--- src/rtl/traffic_light_ctrl.sv ---
// Two-road intersection controller: per-phase tick dwells, optional all-red
// clearance, latched pedestrian walk request and a night-flash override.
module traffic_light_ctrl #(
   parameter int CNT_W        = 8,
   parameter int GREEN_TICKS  = 5,
   parameter int YELLOW_TICKS = 2,
   parameter int ALLRED_TICKS = 1,
   parameter int WALK_TICKS   = 4
) (
   input  logic       clk,
   input  logic       rst,
   input  logic       tick,
   input  logic       ped_req,
   input  logic       flash_en,
   output logic       ns_g,
   output logic       ns_y,
   output logic       ns_r,
   output logic       ew_g,
   output logic       ew_y,
   output logic       ew_r,
   output logic       walk,
   output logic       ped_pending,
   output logic [2:0] phase
);

   typedef enum logic [2:0] {
      NS_G  = 3'd0,
      NS_Y  = 3'd1,
      AR1   = 3'd2,
      EW_G  = 3'd3,
      EW_Y  = 3'd4,
      AR2   = 3'd5,
      WALK  = 3'd6,
      FLASH = 3'd7
   } state_t;

   localparam bit             HAS_AR = (ALLRED_TICKS != 0);
   localparam logic [CNT_W-1:0] G_LAST = CNT_W'(GREEN_TICKS - 1);
   localparam logic [CNT_W-1:0] Y_LAST = CNT_W'(YELLOW_TICKS - 1);
   localparam logic [CNT_W-1:0] A_LAST = CNT_W'(HAS_AR ? ALLRED_TICKS - 1 : 0);
   localparam logic [CNT_W-1:0] W_LAST = CNT_W'(WALK_TICKS - 1);

   // Lamp vector order: {ns_g, ns_y, ns_r, ew_g, ew_y, ew_r, walk}
   function automatic logic [6:0] lamps_of(input state_t s, input logic fph);
      case (s)
         NS_G:    lamps_of = 7'b100_001_0;
         NS_Y:    lamps_of = 7'b010_001_0;
         EW_G:    lamps_of = 7'b001_100_0;
         EW_Y:    lamps_of = 7'b001_010_0;
         WALK:    lamps_of = 7'b001_001_1;
         FLASH:   lamps_of = {1'b0, fph, 3'b000, fph, 1'b0};
         default: lamps_of = 7'b001_001_0;
      endcase
   endfunction

   state_t           state_q, state_d;
   logic [CNT_W-1:0] cnt_q, cnt_d;
   logic             flash_ph_q, flash_ph_d;
   logic             ped_pending_q, ped_pending_d;
   logic [6:0]       lamps_q, lamps_d;

   state_t           after_clear;
   state_t           seq_next;
   logic [CNT_W-1:0] last;

   always_comb begin
      after_clear = ped_pending_q ? WALK : NS_G;

      last     = G_LAST;
      seq_next = NS_G;
      case (state_q)
         NS_G:    begin last = G_LAST; seq_next = NS_Y; end
         NS_Y:    begin last = Y_LAST; seq_next = HAS_AR ? AR1 : EW_G; end
         AR1:     begin last = A_LAST; seq_next = EW_G; end
         EW_G:    begin last = G_LAST; seq_next = EW_Y; end
         EW_Y:    begin last = Y_LAST; seq_next = HAS_AR ? AR2 : after_clear; end
         AR2:     begin last = A_LAST; seq_next = after_clear; end
         WALK:    begin last = W_LAST; seq_next = NS_G; end
         default: begin last = G_LAST; seq_next = NS_G; end
      endcase

      state_d    = state_q;
      cnt_d      = cnt_q;
      flash_ph_d = flash_ph_q;

      // Flash override beats any dwell tick in the same cycle.
      if (flash_en && state_q != FLASH) begin
         state_d    = FLASH;
         cnt_d      = '0;
         flash_ph_d = 1'b1;
      end else if (state_q == FLASH) begin
         if (flash_en) begin
            if (tick) flash_ph_d = ~flash_ph_q;
         end else begin
            state_d    = HAS_AR ? AR2 : after_clear;
            cnt_d      = '0;
            flash_ph_d = 1'b0;
         end
      end else if (tick) begin
         if (cnt_q == last) begin
            state_d = seq_next;
            cnt_d   = '0;
         end else begin
            cnt_d = cnt_q + CNT_W'(1);
         end
      end

      ped_pending_d = ped_pending_q | (ped_req & (state_q != WALK));
      if (state_d == WALK && state_q != WALK) ped_pending_d = 1'b0;

      lamps_d = lamps_of(state_d, flash_ph_d);
   end

   always_ff @(posedge clk) begin
      if (rst) begin
         state_q       <= NS_G;
         cnt_q         <= '0;
         flash_ph_q    <= 1'b0;
         ped_pending_q <= 1'b0;
         lamps_q       <= 7'b100_001_0;
      end else begin
         state_q       <= state_d;
         cnt_q         <= cnt_d;
         flash_ph_q    <= flash_ph_d;
         ped_pending_q <= ped_pending_d;
         lamps_q       <= lamps_d;
      end
   end

   assign {ns_g, ns_y, ns_r, ew_g, ew_y, ew_r, walk} = lamps_q;
   assign ped_pending = ped_pending_q;
   assign phase       = state_q;

endmodule

--- config.mk ---
export PLATFORM = sky130hd
export DESIGN_NAME = traffic_light_ctrl
export DESIGN_NICKNAME = d
export VERILOG_FILES = /design/src/rtl/traffic_light_ctrl.sv
export SDC_FILE = /design/constraint.sdc
export NUM_CORES = 1
export LEC_CHECK = 0
export BUFFER_PORTS_ARGS = -buffer_cell sky130_fd_sc_hd__buf_2
export CAP_MARGIN = 10
export CORE_ASPECT_RATIO = 1.4
export CORE_UTILIZATION = 55
export DETAILED_ROUTE_END_ITERATION = 6
export PLACE_DENSITY = 0.86
export SLEW_MARGIN = 0
export SYNTH_ARGS = -nofsm -noshare
export SYNTH_HDL_FRONTEND = slang
export SYNTH_SLANG_ARGS = --single-unit
--- constraint.sdc ---
create_clock -name clk -period 2.9 [get_ports clk]
set_input_delay 0.29 -clock clk [delete_from_list [all_inputs] [get_ports clk]]
set_output_delay 0.29 -clock clk [all_outputs]
set_load 0.01 [all_outputs]
==> qor.csv <==
stage,metric,value,unit
clock_tree,htree_levels,1,
routing,first_pass_iters,4,
logic_synthesis,ys_warn_count,0,
critical_path,r2r-end,lamps_q[1]$_SDFF_PP1_,
grt,grt_use_total,23.98,%
floorplanning,std_cell_rows,19,
hold_path,hold_path.class,input pin to register,
floorplanning,die_h,57.64,µm
floorplanning,die_area,2406,µm²
status,status,finished clean,
critical_path,crit_buf_inv,0,
logic_synthesis,syn_nets,141,
sta,clock_skew,7.609,ps
sta,grt_setup_unrepaired,no,
critical_path,rr_worst_depth,7,
routing,vias_per_cell,6.538,
critical_path,r2r_start,phase[2]$_SDFF_PP0_,
floorplanning,io_pins,16,
grt,antenna_found_initial,0,
routing,drc,0,
routing,post_drt_wl_per_cell,15.83,µm
hold_path,min_to,flash_ph_q$_SDFF_PP0_,
sta,slew_violations,0,
critical_path,worstPathMaxFanout,14,
power_and_ir_drop,power_leakage,0.4963,nW
clock_tree,numClockSinks,20,
logic_synthesis,synth-seq-cells,20,
logic_synthesis,synthArstFlopShare,0,%
critical_path,start_kind,register,
critical_path,slowest_delay,470,ps
clock_tree,clk_path_buf_depth,2,
sta,finalCritPeriodShare,85.75,%
place,dp_cells,165,
routing,met2RoutedLength,1.420,mm
routing,vias,1105,
logic_synthesis,synthTopCellsByArea,"dfxtp_1, a21oi_1, nor2_1",
clock_tree,cts_setup_buffers,0,
grt,grt_pass1_vias,979,
clock_tree,cts_resized,0,
logic_synthesis,synth_top_area_share,32.92,%
place,port_buffers,15,
sta,post-route-min-period,2487,ps
critical_path,worstSetupPathType,register to register,
sta,hold_violations,0,
logic_synthesis,ys_seq_area_share,32.92,%
routing,drt_wl_total,2.675,mm
layout,instances_no_fill,169,
layout,final_util,66.07,%
layout,num-nets-final,155,
place,gp_congestion,0.9125,
critical_path,critical_path_depth,7,
clock_tree,worstSkewPairLatency,310,ps
critical_path,worstPathArrival,2680,ps
layout,diodes,0,
critical_path,cp.required,3090,ps
place,dpl.hpwl,1.874,mm
clock_tree,cts_hold_buf,0,
floorplanning,core,2021,µm²
sta,fmax,402.1,MHz
clock_tree,cts_tree,yes,
grt,grt_pass1_wl,4.526,mm
critical_path,endpoint_kind,register,
sta,slew_headroom,60.70,%
routing,final_antenna_net_count,0,
power_and_ir_drop,ir_drop,0.0003563,V
grt,grt-ovfl-total,0,
grt,grt_max_degree,15,
clock_tree,cts_buffers,3,
logic_synthesis,syn_inst,135,
critical_path,rrSetupSlack,410,ps
floorplanning,initial_core_util,60.19,%
routing,wl_met3,92,µm
sta,hold_ws,291.0,ps
routing,top_layer,met4,
layout,layout-drive-gt1-share,27.03,%
routing,m1WireLength,1.113,mm
logic_synthesis,yosysUniqueCellTypes,53,
critical_path,critPathSlowestCell,dfxtp_1,
logic_synthesis,avgSynthCellArea,9.009,µm²
hold_path,hold_depth,2,
logic_synthesis,ys.flop_type,dfxtp_1,
flow_run,maxCapViolCount,0,
logic_synthesis,yosys.area.top_type,dfxtp_1,
sta,fin_setup_tns,0,ps
floorplanning,die_w,41.74,µm
clock_tree,clk_pin_slew_worst_paths,120,ps
clock_tree,root_buffer,clkbuf_4,
logic_synthesis,synth_edf_count,0,
layout,synthToLayoutAreaGrowth,9.774,%
critical_path,path_delay_family,compound AO/OA/AOI/OAI gates,
critical_path,path_cells,"or3_4, a211oi_4, a31oi_4, nor3b_4, mux2_1, a211oi_2, a31oi_1",
sta,worst_pin_slew,583.4,ps
power_and_ir_drop,power,0.6871,mW
hold_path,hp-start,rst,
power_and_ir_drop,p_per_area,514.7,nW/µm²
routing,drt_iter0_drc,31,
logic_synthesis,synth_area,1216,µm²
sta,setup_viol,0,
synth_stat cells (3+ instances only):
| library cell | number |
|---|---|
| a21oi_1 | 10 |
| o21ai_0 | 5 |
| a311oi_1 | 4 |
| nor2b_1 | 4 |
| clkbuf_1 | 3 |
| dfxtp_1 | 20 |
| nand2_1 | 10 |
| nand3_1 | 5 |
| and3_2 | 3 |
| nor2_1 | 13 |
| nand2b_1 | 4 |
area by class of cell:
cell class	count	area, µm²
fill	163	685.7
clock inverter	1	30.03
inverter	2	7.507
multi-input combinational	107	773.2
clock buffer	3	22.52
timing repair buffer	15	75.07
sequential	20	400.4
tap	21	26.28
metal layers:
| layer | up-vias | track usage [%] |
|---|---|---|
| met5 | - | 0 |
| met4 | 0 | 11.52 |
| met3 | 6 | 1.869 |
| met2 | 35 | 43.30 |
| met1 | 533 | 28.35 |
| li1 | 531 | - |
through the flow:
step / setup slack, ps / cell area (µm²)
2_1_floorplan: 674.5 / 1216
3_3_place_gp: 483.4 / 1282
3_5_place_dp: 443.8 / 1282
4_1_cts: 419.4 / 1335
5_1_grt: 290.8 / 1335
6_report: 413.1 / 1335
where the power goes:
part / switching, mW / internal, mW / leakage (nW) / total (mW)
Clock: 0.0895 / 0.140 / 0.0279 / 0.229
Sequential: 0.0203 / 0.288 / 0.164 / 0.308
Combinational: 0.0855 / 0.0644 / 0.304 / 0.150
cells in the final DEF (no fill, tap or decap), types with 2 or more instances in the layout:
master    netlist  routed
and3_2          3       3
nor2_1         13      13
buf_2           1      15
nor3b_1         2       2
dfxtp_1        20      20
a21oi_1        10      10
mux2i_1         2       2
and3_1          2       2
a31oi_1         2       2
o21ai_0         5       5
nand2b_1        4       4
a41oi_1         2       2
nor2b_1         4       4
nand3b_1        2       2
xnor2_1         2       2
nor4b_2         2       2
a311oi_1        4       4
nor3b_4         2       2
nand2_1        10      10
or3_1           2       2
nand3_1         5       5
clkbuf_4        0       3
mux2_2          2       2
a31o_2          2       2
flip-flops by register name, indices dropped and copies added (netlist names):
name and cells:
cnt_q 8, lamps_q 7, ped_pending 1, flash_ph_q 1
phase 3
logic make-up after synthesis:
family / count (synthesis) / share of synthesized area (%)
AND/OR/NAND/NOR: 58 / 29.94
AO/OA/AOI/OAI: 40 / 26.03
flip-flops: 20 / 32.92
buffers and inverters: 8 / 3.497
multiplexers: 5 / 4.424
XOR/XNOR: 3 / 2.161
adder cells (fa/ha/maj): 1 / 1.029
how the worst max path moves through the flow:
stage                                       end  slack [ps]             startpoint
after floorplan           lamps_q[1]$_SDFF_PP1_         670  cnt_q[3]$_SDFFE_PP0P_
after CTS                 lamps_q[1]$_SDFF_PP1_         420    phase[2]$_SDFF_PP0_
after global routing      lamps_q[1]$_SDFF_PP1_         290    phase[2]$_SDFF_PP0_
after detailed placement  lamps_q[1]$_SDFF_PP1_         440  cnt_q[3]$_SDFFE_PP0P_
final                     lamps_q[1]$_SDFF_PP1_         410    phase[2]$_SDFF_PP0_
after global placement    lamps_q[1]$_SDFF_PP1_         480  cnt_q[3]$_SDFFE_PP0P_
Power figures use the tool's default switching activity.
